$ cat config.mk
export PLATFORM = sky130hd
export DESIGN_NAME = sm3_pad_core
export DESIGN_NICKNAME = d
export VERILOG_FILES = /design/src/rtl/sm3_pkg.sv /design/src/rtl/sm3_pad_core.sv
export SDC_FILE = /design/constraint.sdc
export NUM_CORES = 1
export LEC_CHECK = 0
export BUFFER_PORTS_ARGS = -buffer_cell sky130_fd_sc_hd__buf_2
export CORE_MARGIN = 8
export CORE_UTILIZATION = 48
export CTS_CLUSTER_DIAMETER = 120
export DETAILED_ROUTE_END_ITERATION = 10
export PLACE_DENSITY_LB_ADDON = 0.08
export SYNTH_ARGS = -nofsm -noshare
export SYNTH_HDL_FRONTEND = slang
export SYNTH_SLANG_ARGS = --single-unit
$ cat constraint.sdc
create_clock -name clk -period 1.9 [get_ports clk]
set_input_delay 0.19 -clock clk [delete_from_list [all_inputs] [get_ports clk]]
set_output_delay 0.19 -clock clk [all_outputs]
set_load 0.03 [all_outputs]
$ cat src/rtl/sm3_pkg.sv
// Shared SM3 padding definitions: pad FSM states, block geometry and last-word helpers.
package sm3_pkg;

  localparam int SM3_BLK_WORDS = 16;
  localparam int SM3_IDX_W     = $clog2(SM3_BLK_WORDS);
  localparam logic [SM3_IDX_W-1:0] SM3_LEN_IDX = SM3_IDX_W'(14);
  localparam logic [7:0] SM3_PAD_BYTE = 8'h80;

  typedef enum logic [2:0] {
    IDLE,
    PASS,
    PAD80,
    ZERO,
    LEN_H,
    LEN_L
  } pad_state_e;

  // Keeps the valid leading bytes of a partial last word and appends the 0x80 marker.
  function automatic logic [31:0] sm3_pad_last(input logic [31:0] d, input logic [3:0] mask);
    case (mask)
      4'b1000: return {d[31:24], SM3_PAD_BYTE, 16'h0000};
      4'b1100: return {d[31:16], SM3_PAD_BYTE, 8'h00};
      4'b1110: return {d[31:8], SM3_PAD_BYTE};
      default: return d;
    endcase
  endfunction

  function automatic logic [63:0] sm3_last_bits(input logic [3:0] mask);
    case (mask)
      4'b1000: return 64'd8;
      4'b1100: return 64'd16;
      4'b1110: return 64'd24;
      default: return 64'd32;
    endcase
  endfunction

endpackage

$ cat src/rtl/sm3_pad_core.sv
// SM3 message padder: forwards words, appends 0x80, zero fill and 64-bit length.
// Byte-granular last words are enabled by defining SM3_PAD_BYTE_EN.
module sm3_pad_core
  import sm3_pkg::*;
(
  input  logic        clk,
  input  logic        rst,
  input  logic [31:0] msg_inpt_d_i,
  input  logic        msg_inpt_vld_i,
  input  logic        msg_inpt_lst_i,
`ifdef SM3_PAD_BYTE_EN
  input  logic [3:0]  msg_inpt_vld_byte_i,
`endif
  output logic        msg_inpt_rdy_o,
  input  logic        pad_otpt_ena_i,
  output logic [31:0] pad_otpt_d_o,
  output logic        pad_otpt_vld_o,
  output logic        pad_otpt_lst_o
);

  pad_state_e              r_state, w_state_nxt;
  logic [SM3_IDX_W-1:0]    r_idx, w_idx_nxt, w_idx_inc;
  logic [63:0]             r_len, w_len_nxt;
  logic [31:0]             r_d, w_d_nxt;
  logic                    r_vld, w_vld_nxt;
  logic                    r_lst, w_lst_nxt;
  logic [3:0]              w_mask;
  logic                    w_load;
  logic                    w_acc;
  logic                    w_at_len;

`ifdef SM3_PAD_BYTE_EN
  assign w_mask = msg_inpt_vld_byte_i;
`else
  assign w_mask = 4'b1111;
`endif

  // The single output stage refills whenever it is empty or being drained.
  assign w_load         = !r_vld || pad_otpt_ena_i;
  assign msg_inpt_rdy_o = (r_state == PASS) && w_load;
  assign w_acc          = msg_inpt_vld_i && msg_inpt_rdy_o;
  assign w_idx_inc      = r_idx + SM3_IDX_W'(1);
  assign w_at_len       = (w_idx_inc == SM3_LEN_IDX);

  always_comb begin
    // NOTE: every signal driven here gets a default first so no latch is inferred.
    w_state_nxt = r_state;
    w_idx_nxt   = r_idx;
    w_len_nxt   = r_len;
    w_d_nxt     = r_d;
    w_vld_nxt   = r_vld && !pad_otpt_ena_i;
    w_lst_nxt   = r_lst && !pad_otpt_ena_i;

    case (r_state)
      IDLE: w_state_nxt = PASS;

      PASS: begin
        if (w_acc) begin
          w_vld_nxt = 1'b1;
          w_lst_nxt = 1'b0;
          w_idx_nxt = w_idx_inc;
          if (msg_inpt_lst_i) begin
            w_d_nxt   = sm3_pad_last(msg_inpt_d_i, w_mask);
            w_len_nxt = r_len + sm3_last_bits(w_mask);
            if (w_mask == 4'b1111) w_state_nxt = PAD80;
            else                   w_state_nxt = w_at_len ? LEN_H : ZERO;
          end else begin
            w_d_nxt   = msg_inpt_d_i;
            w_len_nxt = r_len + 64'd32;
          end
        end
      end

      PAD80: begin
        if (w_load) begin
          w_vld_nxt   = 1'b1;
          w_lst_nxt   = 1'b0;
          w_d_nxt     = {SM3_PAD_BYTE, 24'h000000};
          w_idx_nxt   = w_idx_inc;
          w_state_nxt = w_at_len ? LEN_H : ZERO;
        end
      end

      // Zero fill runs through the index wrap so output stays a whole number of blocks.
      ZERO: begin
        if (w_load) begin
          w_vld_nxt = 1'b1;
          w_lst_nxt = 1'b0;
          w_d_nxt   = 32'h0000_0000;
          w_idx_nxt = w_idx_inc;
          if (w_at_len) w_state_nxt = LEN_H;
        end
      end

      LEN_H: begin
        if (w_load) begin
          w_vld_nxt   = 1'b1;
          w_lst_nxt   = 1'b0;
          w_d_nxt     = r_len[63:32];
          w_idx_nxt   = w_idx_inc;
          w_state_nxt = LEN_L;
        end
      end

      LEN_L: begin
        if (w_load) begin
          w_vld_nxt   = 1'b1;
          w_lst_nxt   = 1'b1;
          w_d_nxt     = r_len[31:0];
          w_idx_nxt   = '0;
          w_len_nxt   = '0;
          w_state_nxt = PASS;
        end
      end

      default: w_state_nxt = IDLE;
    endcase
  end

  always_ff @(posedge clk) begin
    // NOTE: non-blocking assignments so every register samples pre-edge values.
    if (rst) begin
      r_state <= IDLE;
      r_idx   <= '0;
      r_len   <= '0;
      r_d     <= '0;
      r_vld   <= 1'b0;
      r_lst   <= 1'b0;
    end else begin
      r_state <= w_state_nxt;
      r_idx   <= w_idx_nxt;
      r_len   <= w_len_nxt;
      r_d     <= w_d_nxt;
      r_vld   <= w_vld_nxt;
      r_lst   <= w_lst_nxt;
    end
  end

  assign pad_otpt_d_o   = r_d;
  assign pad_otpt_vld_o = r_vld;
  assign pad_otpt_lst_o = r_lst;

endmodule

# After elaboration in Yosys (flattened, before gate mapping)

Index checks and enable logic that the tools add are counted.

Bits in registers: 105
Latch bits: 0
Bits in writable memories: 0
Bits in read-only memories: 0
Bits of input ports: 37
Output and inout port bits: 35
Logic and storage cells: 73
Memories: 0

Add/sub/neg operators: 3
Multiply operators: 0
Div/mod/pow operators: 0
Magnitude comparators: 0
Equal/unequal tests: 14
Shift-type cells: 0
Multiplexer cells: 33
Bitwise operators: 0
Reductions and logical operators: 17

Operator list:

| kind                                                            | number |
|---|---|
| 64-bit 2-to-1 mux                                               | 6 |
| 32-bit 2-to-1 mux                                               | 5 |
| 32-bit case mux with 5 select lines                             | 1 |
| 64-bit case mux with 2 select lines                             | 1 |
| 64-bit by 6-bit adder with 64-bit output, second input constant | 1 |
| 64-bit adder                                                    | 1 |
| 3-bit 2-to-1 mux                                                | 8 |
| 3-bit case mux with 6 select lines                              | 1 |
| 2-bit != test, second input constant                            | 7 |
| 4-bit 2-to-1 mux                                                | 3 |
| 4-bit case mux with 3 select lines                              | 1 |
| 7-bit AND reduction                                             | 1 |
| 3-bit by 2-bit == test with 1-bit output, second input constant | 2 |
| 3-bit == test, second input constant                            | 2 |
| 6-bit AND reduction                                             | 1 |
| 1-bit 2-to-1 mux                                                | 5 |
| 5-bit nonzero test                                              | 1 |
| 4-bit by 1-bit adder with 4-bit output, second input constant   | 1 |
| 4-bit == test, second input constant                            | 1 |
| 1-bit logical AND                                               | 4 |
| 4-bit AND reduction                                             | 1 |
| 4-bit OR reduction                                              | 1 |
| 3-bit by 1-bit == test with 1-bit output, second input constant | 1 |
| 3-bit zero test                                                 | 1 |
| other kinds (9)                                                 | 10 |

# Logic depth before layout (Yosys ltp)

Gate-level depths: netlist of the first run.

Depth in word-level cells: 10
Gate-level depth with buffers: 9
Depth with buffers taken out: 6

# Worst setup path before layout of the first run

OpenSTA, ideal clock, no wires.

Kind: register -> register
Start point: register r_len[5]
End point: register r_len[59]
Library setup time: 0.070 ns
Arrival: 1.874 ns
Data required time: 1.830 ns
Path slack: -0.044 ns
Cell stages (with the launch flop): 8
Path buffers: 1
Period minus slack after synthesis: 1.944 ns
Path through: dfxtp_1 ha_1 nand2_1 nor3_1 nand3_1 clkbuf_1 or4_1 a21oi_1

Cells in the longest elaborated chain, start to end: 4
Elaborated cells between the ends (all ways): 5
Those cells by class: add/sub (2); mux (3)

Ends and longest elaborated chain:

| what                                                                     | RTL line                               | RTL |
|---|---|---|
| start: declaration                                                       | sm3_pad_core.sv:23                     | `logic [63:0] r_len, w_len_nxt;` |
| start signal: assignment                                                 | sm3_pad_core.sv:132                    | `r_len <= w_len_nxt;` |
| 64-bit by 6-bit adder with 64-bit output or 64-bit adder (tied branches) | sm3_pad_core.sv:69, sm3_pad_core.sv:64 |  |
| 64-bit 2-to-1 mux (*)                                                    | sm3_pad_core.sv:62                     | `if (msg_inpt_lst_i) begin` |
| 64-bit 2-to-1 mux (*)                                                    | sm3_pad_core.sv:58                     | `if (w_acc) begin` |
| 64-bit case mux with 2 select lines (*)                                  | sm3_pad_core.sv:54                     | `case (r_state)` |

Mark *: on every way between the ends. The rest lies on a longest branch, timed or not. The select of a mux whose other input is x is not followed.
A chain may end at the register's enable or synchronous reset.

# Final worst setup path of the first run

Start point: register r_len[26]
End point: register r_len[55]

Same word-level chain as after synthesis.

==> reports/metrics.cfg, run 1 <==
[synth]
synth_cell_type_count=46
synthesis.area_sq_mm=0.00524
synth_cells=638
synthesis.nets=678
ys.warnings.count=0
synth.yosys.seq_area_share_pct=38.2
postSynthAreaPerCell_sq_um=8.21
synth-seq-cells=100
commonest_register_cell_after_synthesis=dfxtp_1
synth_enable_flop_cells=0
asyncSetResetFlopFracSynth_pct=0

[grt]
grt_pass1_vias=5265
globalRouteTotalUtil_pct=21.2
grt_pass1_wl_microns=25500
grt_remaining_overflow=0
grt_start_max_net_pins=43
initial_antenna_violation_count=0

[sta]
timing.fmax_mhz=533
finalCritPeriodShare_pct=98.8
rsz0062_at_grt=true
slew_viol_final=0
worst_pin_slew_ps=671
final_hold_viol_count=0
finalSetupViolCount=0
fin_crit_ps=1880
skew_ps=7.73
slew_headroom_pct=55.3

[clocking]
cts_htree_levels=3
clk_transition_reported_paths_ps=90
cts_tree=done
cts-buffers-inserted=9
ctsLongestPathBuffers=2
clock_tree.root_cell=clkbuf_8
cts.sinks=100
clkLatencyLatePin_ps=360

[worst_setup_path]
r2r_start=r_len[26]
r2r-end=r_len[55]
reg2reg_slack_ps=20
worst-path-max-fanout=8
crit_path_end_kind=flip-flop
arrival_ps=2170
cp-start-kind=flip-flop
worst-setup-path-type=flip-flop to flip-flop
cp_data_required_time_ps=2200
r2r.worst_path.cells=6

[cells_and_area]
nNetsFinal=821
final_cell_utilization_of_the_core_pct=63.0
stdcell_count=925
n_antenna_cell=0
design_area_sq_mm=0.00677
final_common_cell=buf_4
layout-drive-gt1-share_pct=31.6
leading_cell_types_in_the_layout_fill_and_taps_excluded=buf_4, dfxtp_1, buf_2
area_growth_pct=29.3

[power_and_ir_drop]
leakagePower_uw=0.00262
power-per-cell-area_mw_per_mm2=726
power.total_uw=4920
ir_worst_vdd_mv=0.410

[outcome]
run_status=completed

[die]
floorplan.die.width_microns=120
boundaryPins=72
die_area_sq_mm=0.0145
floorplan.initialDensity_pct=48.7
num_rows=38
core_sq_mm=0.0107
die_h_microns=120

[route]
detail_route.first_pass.iterations=5
routed_wirelength_microns=15600
drt-wirelength-per-cell_microns=16.9
drc_errors=0
route.detailed.vias_per_inst=5.94
drt-initial-drc-count=429
antenna_left=0
vias=5496

[worst_hold_path]
min_from=msg_inpt_d_i[25]
hold-path-endpoint=pad_otpt_d_o[25]
cell_depth_of_the_worst_min_delay_path=3
hold_path_class=input port to flip-flop

[place]
post_dp_cell_area_sq_mm=0.00632
hpwl_microns=11200
numPlacedInstances=897
final_estimated_routing_congestion_in_global_placement=0.908
place.port_buffers=71

[run]
cap_viol_max_count=0

==> final cells by class <==
cell class	count	area, sq um
Multi-Input combinational cell	478	3130
Sequential cell	100	2020
Tap cell	140	175
Fill cell	971	3970
Inverter	15	56.3
Clock inverter	2	35.0
Timing Repair Buffer	177	1220
Clock buffer	13	149
==> registers in the layout, summed over array words and instances (netlist names) <==
register        flops
r_state             3
pad_otpt_d_o       32
r_len              59
r_idx               4
pad_otpt_lst_o      1
pad_otpt_vld_o      1
==> critical path, cell delays in order, from the launching register on <==
cell and delay, ps:
dfxtp_1 370, nand4_1 180, buf_4 220, nor3_4 230, nand3_4 140, or4_4 510, a21oi_2 150
==> worst max path at each step <==
stage                           from         to  slack, ps  depth (start not counted)
final                      r_len[26]  r_len[55]         20                          6
after global routing       r_len[23]  r_len[51]        -80                          6
after CTS                  r_len[37]  r_len[48]         10                          6
after detailed placement  r_state[2]  r_len[42]       -130                          5
after global placement    r_state[2]  r_len[62]        -60                          5
after floorplan           r_state[1]  r_len[14]          3                          9
==> synth_stat cells (3+ instances only) <==
cell / count / area, sq um
a21oi_1: 50 / 250
a221oi_1: 31 / 272
a22o_1: 5 / 43.8
a32oi_1: 3 / 26.3
and2_1: 4 / 25.0
and3_1: 9 / 56.3
and4_1: 3 / 26.3
buf_1: 6 / 22.5
buf_2: 6 / 30.0
clkbuf_1: 34 / 128
dfxtp_1: 100 / 2000
ha_1: 3 / 37.5
inv_1: 15 / 56.3
mux2_2: 15 / 169
mux2i_1: 12 / 120
nand2_1: 38 / 143
nand3_1: 27 / 135
nand4_1: 23 / 144
nor2_1: 61 / 229
nor2b_1: 5 / 31.3
nor3_1: 41 / 205
nor4_1: 6 / 37.5
o211ai_1: 3 / 22.5
o21ai_0: 33 / 165
o31ai_1: 25 / 188
or3_1: 16 / 100
or4_1: 25 / 188
xnor2_1: 10 / 87.6
xor2_1: 8 / 70.1
==> where the power goes <==
group | switching (uW) | internal [uW]
Combinational | 799 | 441
Sequential | 76.6 | 2240
Clock | 723 | 640
==> repair_timing <==
item                       CTS  global route
buffers inserted             3             8
resized for setup           12            33
setup endpoints to repair   62            67
cloned                       1             1
hold buffers                 0             0
pin swaps                    2            12
==> metrics by stage <==
step | worst slack [ps] | hold WS, ps | setup TNS [ps]
floorplan | 2.52 | 346 | 0
global placement | -57.0 | 446 | -1010
detailed placement | -126 | 460 | -3300
CTS | 14.7 | 120 | 0
global route | -75.4 | 125 | -598
finish | 22.3 | 123 | 0
==> cell families after synthesis <==
kind of cell | share of synthesized area, %
DFF | 38.2
buffers and inverters | 4.73
xor gates and xnor gates | 3.01
muxes | 5.52
and+or+nand+nor | 28.1
AOI/OAI and AO/OA | 19.7
adders and majority gates | 0.717
==> metal layers <==
layer | track usage, % | wire (microns) | vias to the layer above
met4 | 5.62 | 190 | 0
met2 | 36.1 | 7490 | 134
met3 | 3.92 | 816 | 15
met5 | 0 | 0 | -
met1 | 27.0 | 7120 | 2657
li1 | - | - | 2690
Power figures use the tool's default switching activity.
==> run 2, diff against run 1 <==
PLACE_DENSITY_LB_ADDON = 0.1   (was 0.08)
==> reports/metrics.cfg, run 2 (same netlist as run 1, synthesis figures left out) <==
[outcome]
run_status=complete, but fails checks  ; was completed
violations=negative setup slack

[cells_and_area]
design_area_sq_mm=0.00699  ; was 0.00677 sq mm
multiInputGateArea_sq_mm=0.00322  ; was 0.00313 sq mm
largest_register_ffs=59  ; unchanged
n_antenna_cell=0  ; unchanged
layout-drive-gt1-share_pct=36.6  ; was 31.6%
final_cell_utilization_of_the_core_pct=65.1  ; was 63.0%
nNetsFinal=825  ; was 821
max_flop_register=r_len  ; unchanged
final_common_cell=buf_4  ; unchanged
n_fill_cell=944  ; was 971
area_growth_pct=33.5  ; was 29.3%
leading_cell_types_in_the_layout_fill_and_taps_excluded=buf_4, dfxtp_1, buf_2  ; unchanged
ff_latch_area_sq_mm=0.00202  ; about the same

[worst_setup_path]
cp_data_required_time_ps=2190  ; was 2200 ps
worst-path-max-fanout=10  ; was 8
r2r_start=r_len[15]  ; was r_len[26]
r2r.worst_path.cells=8  ; was 6
crit_path_end_kind=flip-flop  ; unchanged
arrival_ps=2200  ; was 2170 ps
r2r-end=r_len[43]  ; was r_len[55]
reg2reg_slack_ps=-0.9  ; was 20 ps
worst_setup_path_startpoint=r_len[15]  ; was r_len[26]
timing.critical_path.to=r_len[43]  ; was r_len[55]
worst-setup-path-type=flip-flop to flip-flop  ; unchanged
cp-start-kind=flip-flop  ; unchanged

[place]
hpwl_microns=11400  ; was 11200 microns
post_dp_cell_area_sq_mm=0.00635  ; was 0.00632 sq mm
final_estimated_routing_congestion_in_global_placement=0.837  ; was 0.908
place.port_buffers=71  ; unchanged

[sta]
slew_headroom_pct=55.7  ; was 55.3%
skew_ps=12.6  ; was 7.73 ps
fin_crit_ps=1900  ; was 1880 ps
finalHoldWorstSlack_ps=112  ; was 123 ps
timing.fmax_mhz=526  ; was 533 MHz
finalSetupViolCount=1  ; was 0
final_hold_viol_count=0  ; unchanged
slew_viol_final=0  ; unchanged
rsz0062_at_grt=true  ; unchanged
final.setup.tns_ps=-0.898  ; was 0 ps
finalCritPeriodShare_pct=100  ; was 98.8%
finalWorstSetupSlack_ps=-0.898  ; was 22.3 ps
worst_pin_slew_ps=663  ; was 671 ps

[route]
drc_errors=0  ; unchanged
vias=5608  ; was 5496
route.detailed.vias_per_inst=6.03  ; was 5.94
routed_wirelength_microns=16400  ; was 15600 microns
antenna_left=0  ; unchanged
drt-wirelength-per-cell_microns=17.6  ; was 16.9 microns
drt-initial-drc-count=438  ; was 429
detail_route.first_pass.iterations=5  ; unchanged

[clocking]
clkLatencyLatePin_ps=370  ; was 360 ps
cts_htree_levels=3  ; unchanged
clock_tree.root_cell=clkbuf_8  ; unchanged
cts.sinks=100  ; unchanged
ctsLongestPathBuffers=2  ; unchanged
cts_tree=done  ; unchanged
cts-buffers-inserted=9  ; unchanged
clk_transition_reported_paths_ps=100  ; was 90 ps

[die]
floorplan.die.width_microns=120  ; unchanged
boundaryPins=72  ; unchanged
num_rows=38  ; unchanged
die_h_microns=120  ; unchanged
floorplan.initialDensity_pct=48.7  ; unchanged
core_sq_mm=0.0107  ; unchanged
die_area_sq_mm=0.0145  ; unchanged

[power_and_ir_drop]
power-per-cell-area_mw_per_mm2=708  ; was 726 mW/mm^2
power.total_uw=4950  ; was 4920 uW
ir_worst_vdd_mv=0.511  ; was 0.410 mV
leakagePower_uw=0.00269  ; was 0.00262 uW

[grt]
initial_antenna_violation_count=0  ; unchanged
globalRouteTotalUtil_pct=20.9  ; was 21.2%
grt_pass1_wl_microns=25300  ; was 25500 microns
grt_pass1_vias=5242  ; was 5265
grt_remaining_overflow=0  ; unchanged
grt_start_max_net_pins=41  ; was 43

[worst_hold_path]
hold_path_class=input port to flip-flop  ; unchanged

[run]
cap_viol_max_count=0  ; unchanged

[run 2: changes by cell type in the layout (fill, tap and decap cells not counted), moves of 6 or more]
cell     delta
dfxtp_1     -6
or4_1       -9
a21oi_1    -12
or4_4       +9
dfxtp_2     +6
a21oi_2    +12
[run 2: critical path: stages, from the launching register on]
cell and delay (ps):
dfxtp_2 360, nand4_4 110, nor3_4 290, buf_4 160
buf_4 120, nand3_4 130, buf_4 180, or3_1 340
a21oi_1 160
[run 2: worst min path at each step]
stage,slack (ps),endpoint,start,cells after the start
finish,110,pad_otpt_d_o[25],msg_inpt_d_i[25],3
global route,140,pad_otpt_d_o[16],msg_inpt_d_i[16],3
CTS,110,pad_otpt_d_o[25],msg_inpt_d_i[25],3
detailed placement,460,pad_otpt_d_o[31],pad_otpt_d_o[31],2
global placement,450,pad_otpt_d_o[31],pad_otpt_d_o[31],2
floorplan,350,r_len[5],msg_inpt_vld_i,2
[run 2: cell type report]
cell class,instances,share of cell area [%]
flip-flops and latches,100,28.9
inverters,15,0.805
repair buffers,183,18.8
multi-input cells,476,46.1
clock inverters,3,0.268
clock buffers,13,2.56
well taps,140,2.51
[run 2: per-layer routing]
metal | vias up | routed length, microns | global-route usage, %
li1 | 2686 | - | -
met1 | 2721 | 6870 | 26.9
met2 | 173 | 8010 | 34.7
met3 | 28 | 1180 | 4.24
met4 | 0 | 299 | 6.25
met5 | - | 0 | 0
[run 2: per-stage QoR]
step           std cells  worst slack, ps
2_1_floorplan        638             2.52
3_3_place_gp         895            -2.27
3_5_place_dp         895            -40.5
4_1_cts              913             1.90
5_1_grt              930            -77.0
6_report             930           -0.898
[run 2: what timing repair did]
item / 4_1_cts / 5_1_grt
resized for setup: 5 / 83
setup endpoints to repair: 32 / 65
hold buffers: 0 / 0
pin swaps: 5 / 35
buffers inserted: 2 / 14
cloned: 0 / 3
[run 2: report_power, final]
part	total, uW	internal [uW]	leakage [uW]	switching [uW]
Combinational	1260	448	0.00176	816
Clock	1370	620	0.000105	750
Sequential	2320	2240	0.000822	77.9
